`src/rtl/input_mask_sequencer.sv`:
```
// input_mask_sequencer
//   Feeds the delay-feedback reservoir. It takes one sample per frame, scales it
//   by each virtual node's Q0.MASK_WIDTH mask entry, and injects the scaled
//   values into the reservoir one node at a time. Before each next node it
//   waits for the reservoir's completion signal.
// Ports:
//   clk, rst                          clock, async active-low reset
//   sample_valid/sample_data/ready    upstream sample handshake (ready only in IDLE)
//   mask_wr_en/addr/data              mask table write port (ignored while busy)
//   res_din, res_en, res_valid        reservoir din / inject pulse / reservoir_valid
//   node_idx, busy, frame_done        progress and status outputs

// One mask table entry. It clears on reset and loads on its write strobe.
module ims_mask_entry #(
  parameter int MASK_WIDTH = 16
) (
  input  logic                  clk,
  input  logic                  rst,
  input  logic                  we,
  input  logic [MASK_WIDTH-1:0] d,
  output logic [MASK_WIDTH-1:0] q
);
  always_ff @(posedge clk or negedge rst)
    if (!rst)    q <= '0;
    else if (we) q <= d;
endmodule

module input_mask_sequencer #(
  parameter int VIRTUAL_NODES = 10,
  parameter int DATA_WIDTH    = 32,
  parameter int MASK_WIDTH    = 16,
  parameter int ADDR_WIDTH    = $clog2(VIRTUAL_NODES)
) (
  input  logic                  clk,
  input  logic                  rst,
  input  logic                  sample_valid,
  input  logic [DATA_WIDTH-1:0] sample_data,
  output logic                  sample_ready,
  input  logic                  mask_wr_en,
  input  logic [ADDR_WIDTH-1:0] mask_wr_addr,
  input  logic [MASK_WIDTH-1:0] mask_wr_data,
  output logic [DATA_WIDTH-1:0] res_din,
  output logic                  res_en,
  input  logic                  res_valid,
  output logic [ADDR_WIDTH-1:0] node_idx,
  output logic                  busy,
  output logic                  frame_done
);
  localparam int PW = DATA_WIDTH + MASK_WIDTH;
  localparam logic [ADDR_WIDTH-1:0] LAST = ADDR_WIDTH'(VIRTUAL_NODES - 1);

  localparam logic [2:0] S_IDLE   = 3'd0;
  localparam logic [2:0] S_MULT   = 3'd1;
  localparam logic [2:0] S_ISSUE  = 3'd2;
  localparam logic [2:0] S_SETTLE = 3'd3;
  localparam logic [2:0] S_WAIT   = 3'd4;

  logic [2:0]                                 state;
  logic [DATA_WIDTH-1:0]                      sample_q;
  logic [VIRTUAL_NODES-1:0][MASK_WIDTH-1:0]   mask_q;
  logic [VIRTUAL_NODES-1:0]                   mask_we;
  logic [MASK_WIDTH-1:0]                      mask_sel;
  logic [PW-1:0]                              prod;

  // An address outside the table decodes to no entry, so that write is dropped.
  for (genvar i = 0; i < VIRTUAL_NODES; i++) begin : g_mask
    assign mask_we[i] = mask_wr_en && !busy && (mask_wr_addr == ADDR_WIDTH'(i));
    ims_mask_entry #(.MASK_WIDTH(MASK_WIDTH)) u_entry (
      .clk (clk),
      .rst (rst),
      .we  (mask_we[i]),
      .d   (mask_wr_data),
      .q   (mask_q[i])
    );
  end

  always_comb begin
    mask_sel = '0;
    for (int i = 0; i < VIRTUAL_NODES; i++)
      if (node_idx == ADDR_WIDTH'(i)) mask_sel = mask_q[i];
  end

  assign prod = {{MASK_WIDTH{1'b0}}, sample_q} * {{DATA_WIDTH{1'b0}}, mask_sel};

  // The status outputs are decoded straight from state. A reset therefore
  // drops res_en and frame_done without waiting for a clock edge.
  assign sample_ready = (state == S_IDLE);
  assign busy         = (state != S_IDLE);
  assign res_en       = (state == S_ISSUE);
  assign frame_done   = (state == S_WAIT) && res_valid && (node_idx == LAST);

  always_ff @(posedge clk or negedge rst) begin
    if (!rst) begin
      state    <= S_IDLE;
      sample_q <= '0;
      res_din  <= '0;
      node_idx <= '0;
    end else begin
      case (state)
        S_IDLE: if (sample_valid) begin
          sample_q <= sample_data;
          node_idx <= '0;
          state    <= S_MULT;
        end
        S_MULT: begin
          // Keep the integer part of the product. The fraction is truncated.
          res_din <= DATA_WIDTH'(prod >> MASK_WIDTH);
          state   <= S_ISSUE;
        end
        S_ISSUE:  state <= S_SETTLE;
        // The reservoir's valid output is low while it updates, so skip one cycle.
        S_SETTLE: state <= S_WAIT;
        S_WAIT: if (res_valid) begin
          if (node_idx == LAST) begin
            node_idx <= '0;
            state    <= S_IDLE;
          end else begin
            node_idx <= node_idx + ADDR_WIDTH'(1);
            state    <= S_MULT;
          end
        end
        default: begin
          node_idx <= '0;
          state    <= S_IDLE;
        end
      endcase
    end
  end
endmodule

```
`config.mk`:
```
export PLATFORM = sky130hd
export DESIGN_NAME = input_mask_sequencer
export DESIGN_NICKNAME = d
export VERILOG_FILES = /design/src/rtl/input_mask_sequencer.sv
export SDC_FILE = /design/constraint.sdc
export NUM_CORES = 2
export LEC_CHECK = 0
export CAP_MARGIN = 20
export CORE_MARGIN = 2
export CORE_UTILIZATION = 35
export CTS_BUF_LIST = sky130_fd_sc_hd__clkbuf_8
export DETAILED_ROUTE_END_ITERATION = 6
export SYNTH_ARGS = -nofsm -noshare
export SYNTH_HDL_FRONTEND = slang
export SYNTH_SLANG_ARGS = --single-unit
```
`constraint.sdc`:
```
create_clock -name clk -period 25 [get_ports clk]
set_input_delay 2.5 -clock clk [delete_from_list [all_inputs] [get_ports clk]]
set_output_delay 2.5 -clock clk [all_outputs]
set_load 0.02 [all_outputs]
```
==> metrics.csv <==
stage,metric,value,unit
outcome,status,finished clean,
sta,holdWs,0.4888,ns
logic_synthesis,ys_ff_latch,231,
floorplan,core,0.07321,mm^2
critical_path,cp-startpoint,node_idx[2]$_DFFE_PN0P_,
critical_path,reg2reg_slack,15.67,ns
final_layout,nFillCells,7154,
placement,place_ws,15.82,ns
sta,finClkSkew,0.06933,ns
sta,setup-violations-final,0,
floorplan,die_w,276.5,um
critical_path,startpoint_type,register,
route,ant_nets,0,
route,drtPass1Iterations,7,
critical_path,endpoint,res_din[21]$_DFFE_PN0P_,
route,viasPerCell,5.096,
sta,min_period_over_period,37.32,%
floorplan,die_area,0.07646,mm^2
final_layout,layout_common_cells,"inv_1, fa_1, nand2_1, dfrtp_1, and2_1",
cts,postCtsHoldBufs,0,
floorplan,start_util,35.50,%
critical_path,critPathArrivalTime,9.82,ns
placement,gp_congestion,0.8424,
route,wire_per_inst,19.96,um
logic_synthesis,synthArstFlopShare,100.0,%
logic_synthesis,synth_area,0.02599,mm^2
final_layout,final_common_cell,inv_1,
hold_path,hp-class,register to register,
sta,fin_ws,15.67,ns
cts,root_buffer,clkbuf_8,
route,totalWireLength,72.67,mm
job,max_cap_violations,0,
global_route,grt_pass1_wl,116.0,mm
sta,setup_tns,0,ns
hold_path,hold_depth,2,
critical_path,critPathMaxFanout,32,
cts,cts_tree,built,
sta,rsz0062_at_grt,no,
critical_path,end_kind,register,
logic_synthesis,ys.flop_type,dfrtp_1,
placement,place_inst,3569,
sta,slew_headroom,27.76,%
sta,hold_viol,0,
route,top_layer_used,met4,
global_route,first_global_vias,19760,
critical_path,r2r-end,res_din[21]$_DFFE_PN0P_,
route,wl_met3,4.199,mm
logic_synthesis,yosysSeqAreaShare,22.24,%
cts,numCtsBuffers,43,
global_route,grt-ovfl-total,0,
cts,clockBufferDepth,3,
route,routed-wl-met2,34.90,mm
cts,clk_pin_slew_worst_paths,0.06,ns
cts,cts_num_sinks,231,
final_layout,areaGrowthSynthToFinish,10.57,%
route,vias,18550,
logic_synthesis,synthCells,2627,
final_layout,drive_gt1_share,11.68,%
placement,port_buffers,96,
global_route,grt_util_all_layers,19.54,%
final_layout,fin_cells,3640,
critical_path,r2r_start,node_idx[2]$_DFFE_PN0P_,
critical_path,reg2reg_depth,27,
route,drt-met1-wl,31.55,mm
cts,clkLatencyLatePin,0.65,ns
logic_synthesis,yosys_warnings,0,
cts,cts_resized,0,
logic_synthesis,synth_fp_nets,3218,
final_layout,nets,3246,
critical_path,path_class,register to register,
cts,htreeDepth,2,
route,drt_iter0_drc,1073,
global_route,grt_max_degree,108,
floorplan,dieHeight,276.5,um
logic_synthesis,synth_cell_types,70,
route,drc,0,
critical_path,required,25.49,ns
placement,dp_hpwl,52.73,mm
global_route,antenna_found_initial,2,
sta,finalMaxSlewViolations,0,
sta,fmax,107.2,MHz
logic_synthesis,avgSynthCellArea,9.894,um^2
sta,tightestPinTransition,1.082,ns
floorplan,io_pins,97,
sta,finalCriticalPeriod,9.330,ns
logic_synthesis,synth_edf_count,0,
cts,cts_setup_buffers,0,
floorplan,rows,99,
[synthesized netlist by cell type, types with 5 or more instances]
| library cell | instances | area [um^2] |
|---|---|---|
| a221oi_1 | 9 | 78.83 |
| and3_1 | 9 | 56.30 |
| xor2_1 | 9 | 78.83 |
| a21o_1 | 32 | 240.2 |
| nand3_1 | 26 | 130.1 |
| inv_1 | 446 | 1674 |
| a22o_1 | 6 | 52.55 |
| clkbuf_1 | 118 | 442.9 |
| and2_1 | 196 | 1226 |
| o211ai_1 | 17 | 127.6 |
| a31oi_1 | 11 | 68.82 |
| nor2_1 | 49 | 183.9 |
| xnor2_1 | 11 | 96.34 |
| dfrtp_1 | 231 | 5781 |
| nor3_1 | 23 | 115.1 |
| nand4_1 | 11 | 68.82 |
| nor2b_1 | 35 | 219.0 |
| buf_1 | 20 | 75.07 |
| or4_1 | 6 | 45.04 |
| mux2_2 | 194 | 2185 |
| nand2_1 | 362 | 1359 |
| a22oi_1 | 9 | 67.56 |
| nor3b_1 | 9 | 67.56 |
| mux2i_1 | 14 | 140.1 |
| nand2b_1 | 19 | 118.9 |
| o31ai_1 | 5 | 37.54 |
| buf_2 | 9 | 45.04 |
| or3_1 | 12 | 75.07 |
| a211oi_1 | 9 | 67.56 |
| a21oi_1 | 54 | 270.3 |
| o21ai_0 | 58 | 290.3 |
| a222oi_1 | 10 | 100.1 |
| ha_1 | 117 | 1464 |
| fa_1 | 417 | 8348 |
[per-layer routing]
| layer | vias to the layer above | GRT usage [%] |
|---|---|---|
| met3 | 115 | 3.422 |
| met4 | 0 | 5.647 |
| met5 | - | 0 |
| met1 | 9616 | 25.91 |
| li1 | 8306 | - |
| met2 | 514 | 32.73 |
[cell type report]
cell class                      count  area, um^2  share of cell area [%]
Antenna cell                        1       2.502                0.008707
Clock buffer                       49       674.4                   2.347
Clock inverter                     21       168.9                  0.5877
Inverter                          447        1678                   5.838
Multi-Input combinational cell   1800       18000                   62.63
Sequential cell                   231        5781                   20.11
Tap cell                          959        1200                   4.175
Timing Repair Buffer              132        1236                   4.301
[worst min path at each step]
stage,startpoint,to,slack [ns]
2_1_floorplan,g_mask[1].u_entry.q[0]$_DFFE_PN0P_,g_mask[1].u_entry.q[0]$_DFFE_PN0P_,0.47
3_3_place_gp,res_din[2]$_DFFE_PN0P_,res_din[2]$_DFFE_PN0P_,0.47
3_5_place_dp,res_din[9]$_DFFE_PN0P_,res_din[9]$_DFFE_PN0P_,0.48
4_1_cts,res_din[9]$_DFFE_PN0P_,res_din[9]$_DFFE_PN0P_,0.50
5_1_grt,g_mask[4].u_entry.q[0]$_DFFE_PN0P_,g_mask[4].u_entry.q[0]$_DFFE_PN0P_,0.51
6_report,res_din[2]$_DFFE_PN0P_,res_din[2]$_DFFE_PN0P_,0.49
[metrics by stage]
step           util (%)  instance area, um^2
2_1_floorplan         -                25990
3_3_place_gp      38.10                27890
3_5_place_dp      38.10                27890
4_1_cts           39.25                28740
5_1_grt           39.26                28740
6_report          39.26                28740
[critical path, cell delays in order, from the launching register on]
cell and delay (ns):
dfrtp_1 0.57, or2_0 0.74, nor3_1 0.11, a2111oi_0 0.40
nor2_1 0.10, a221oi_1 0.30, nand2_2 0.59, and2_1 0.42
fa_1 0.51, inv_1 0.06, fa_1 0.53, inv_1 0.05
fa_1 0.44, fa_1 0.40, fa_1 0.52, inv_1 0.05
fa_1 0.52, inv_1 0.06, ha_1 0.36, a21o_1 0.20
a211oi_1 0.21, o311a_1 0.21, o21bai_1 0.11, o311ai_0 0.92
o21ai_0 0.30, a21oi_1 0.24, xor2_1 0.15, o21ai_0 0.08
[cell families after synthesis]
kind of cell	after synthesis	share of synthesized area, %
fa+ha+maj	534	37.75
buf+inv	596	8.679
simple gates	776	14.71
xor+xnor	20	0.6740
compound gates	260	6.826
mux	210	9.118
flops	231	22.24
[registers in the layout (all words and copies together) (netlist names)]
signal            flops
state                 3
res_din              32
sample_q             32
node_idx              4
g_mask.u_entry.q    160
Power is left out: the tool's default activity adds up to more than one toggle a clock period on the data nets, which glitch-free logic cannot reach.
==> edit, RTL diff (same flow settings) <==
`MASK_WIDTH` is set to 16 in 2 places; all go to 24.
--- a/src/rtl/input_mask_sequencer.sv
+++ b/src/rtl/input_mask_sequencer.sv
@@ -12,7 +12,7 @@
 
 // One mask table entry. It clears on reset and loads on its write strobe.
 module ims_mask_entry #(
-  parameter int MASK_WIDTH = 16
+  parameter int MASK_WIDTH = 24
 ) (
   input  logic                  clk,
   input  logic                  rst,
@@ -28,7 +28,7 @@
 module input_mask_sequencer #(
   parameter int VIRTUAL_NODES = 10,
   parameter int DATA_WIDTH    = 32,
-  parameter int MASK_WIDTH    = 16,
+  parameter int MASK_WIDTH    = 24,
   parameter int ADDR_WIDTH    = $clog2(VIRTUAL_NODES)
 ) (
   input  logic                  clk,
Interface: changed (resized mask_wr_data); port bits go from 97 to 105. No check against the original RTL was run, so the function may have changed too.
==> edit against the original RTL <==
Routed wire length grew 49%. Sequential share of layout area decreased by 1.4 points. Global-route usage grew 0.61 points. Final area increased by 45%. Worst setup slack got worse by 1.7 ns. Area after synthesis is 46% higher. Sequential cell count is 80 higher. First-iteration DRC count is 56% higher.
Power is not shown: default switching activity piles up to over one toggle a cycle in this logic, so the estimate is an artifact.
==> edit: results (changes against the original RTL) <==
WP data arrival -> 11.61 ns (+1.79 ns)
CP max stage cell -> dfrtp_2
Initial DRT Pass Iterations -> 6 (-1)
Ys flop type -> dfrtp_1
R2R setup slack -> 14.00 ns (-1.68 ns)
Global placement routability congestion -> 0.8650 (+2.7%)
Synth warnings -> 0 (unchanged)
Worst Path Max Fanout -> 37 (+16%)
Via count -> 26740 (+44%)
Async S/R FF share, synth -> 1.000 (unchanged)
Register area share after synthesis -> 0.2056 (-0.01684)
Detailed Route Iter0 Violations -> 1673 (+56%)
Total Routing Usage GR -> 0.2015 (+0.006132)
Setup repair bufs after CTS -> 0 (unchanged)
Biggest regs -> g_mask.u_entry.q (240), res_din (32), sample_q (32)
DRT Wirelength -> 107.9 mm (+49%)
Hold path depth -> 2 (unchanged)
Vias in the first global route -> 29070 (+47%)
Status -> complete, no violations
Filler cells -> 10750 (+50%)
Post-CTS Resized -> 0 (unchanged)
Num CTS Buffers -> 54 (+26%)
Antenna violations before repair -> 8 (+6)
Post-DP HPWL -> 75.93 mm (+44%)
Netlist cell types -> 72 (+2.9%)
Fin nets -> 4708 (+45%)
Port Buf Inserts -> 104 (+8.3%)
Fraction of layout cells with a size suffix above 1 -> 0.1229 (+0.006126)
Slew margin rel. -> 0.3310 (+0.05333)
Hold wc startpoint -> res_din[30]
Skew-Pair Late Insertion Delay -> 0.71 ns (+0.06 ns)
Synth top cells by count -> inv_1 (707), fa_1 (657), nand2_1 (498)
Worst Reg-to-Reg Cells -> 31 (+15%)
First-pass GRT wire length -> 172.6 mm (+49%)
H-tree lvl count -> 2 (unchanged)
Max clock buf depth -> 3 (unchanged)
Synth top area cells -> fa_1 (35%), dfrtp_1 (21%), mux2_2 (8.1%), inv_1 (7.0%), ha_1 (5.9%)
Worst R2R End -> res_din[24]
Root Buffer -> clkbuf_8
Hold crit path type -> flop to flop
Skew final -> 0.05822 ns (-0.01111 ns)
Crit-path max cell delay -> 0.83 ns (-0.09 ns)
Largest net degree at the start of global routing -> 110 (+1.9%)
R2R Path Start -> node_idx[0]
WHS Endpoint -> res_din[30]
Clock slew at reported path FFs -> 0.06 ns (about the same)
==> edit: cell count changes after synthesis, moves of 18 or more <==
cell      before  now
and2_1       196  297
o21ai_0       58   85
nand2_1      362  498
clkbuf_1     118  201
fa_1         417  657
a21oi_1       54   80
dfrtp_1      231  311
nor2_1        49   67
mux2_2       194  274
nor2b_1       35   93
ha_1         117  178
inv_1        446  707
==> edit: how the worst max path moves through the flow <==
stage | startpoint | to
2_1_floorplan | node_idx[0] | res_din[24]
3_3_place_gp | node_idx[0] | res_din[24]
3_5_place_dp | node_idx[0] | res_din[24]
4_1_cts | node_idx[0] | res_din[24]
5_1_grt | node_idx[0] | res_din[30]
6_report | node_idx[0] | res_din[24]
==> edit: metal layers <==
metal / GRT usage / wire length [µm] / vias to the layer above
li1: - / - / 11680
met1: 0.2771 / 47770 / 14030
met2: 0.3248 / 50220 / 854
met3: 0.03644 / 6831 / 164
met4: 0.05863 / 3084 / 4
met5: 0 / 29 / -
==> edit: area by class of cell <==
cell class	instances	area (µm²)	area share
inverter	707	2654	0.06379
sequential	311	7785	0.1871
tap	1403	1755	0.04219
clock buffer	62	853.3	0.02051
timing repair buffer	181	1704	0.04096
multi-input combinational	2553	26680	0.6412
antenna	4	10.01	0.0002406
clock inverter	26	167.7	0.004030
==> edit: cells by family after synthesis <==
group,after synthesis,share of synthesized area
AND/OR/NAND/NOR,1063,0.1382
buffers and inverters,941,0.09360
adder cells (fa/ha/maj),835,0.4062
multiplexers,304,0.09373
XOR/XNOR,34,0.007866
AO/OA/AOI/OAI,317,0.05476
flip-flops,311,0.2056
==> edit: critical path: cells and delay by family, from the launching register on <==
family          cells  cell delay [ns]
buf+inv             4             0.73
compound gates     12             2.94
fa+ha+maj           8             3.90
simple gates        7             2.45
flops               1             0.83
==> edit: per-stage QoR <==
step / setup WS, ns / util / cells / hold slack (ns) / instance area, µm²
global placement: 14.13 / 0.3775 / 5151 / 0.4641 / 40460
detailed placement: 14.03 / 0.3782 / 5154 / 0.4713 / 40550
CTS: 14.02 / 0.3877 / 5242 / 0.4836 / 41570
floorplan: 15.79 / - / 3805 / 0.4708 / 37860
finish: 14.00 / 0.3881 / 5247 / 0.4805 / 41600
global route: 13.38 / 0.3881 / 5246 / 0.5052 / 41600
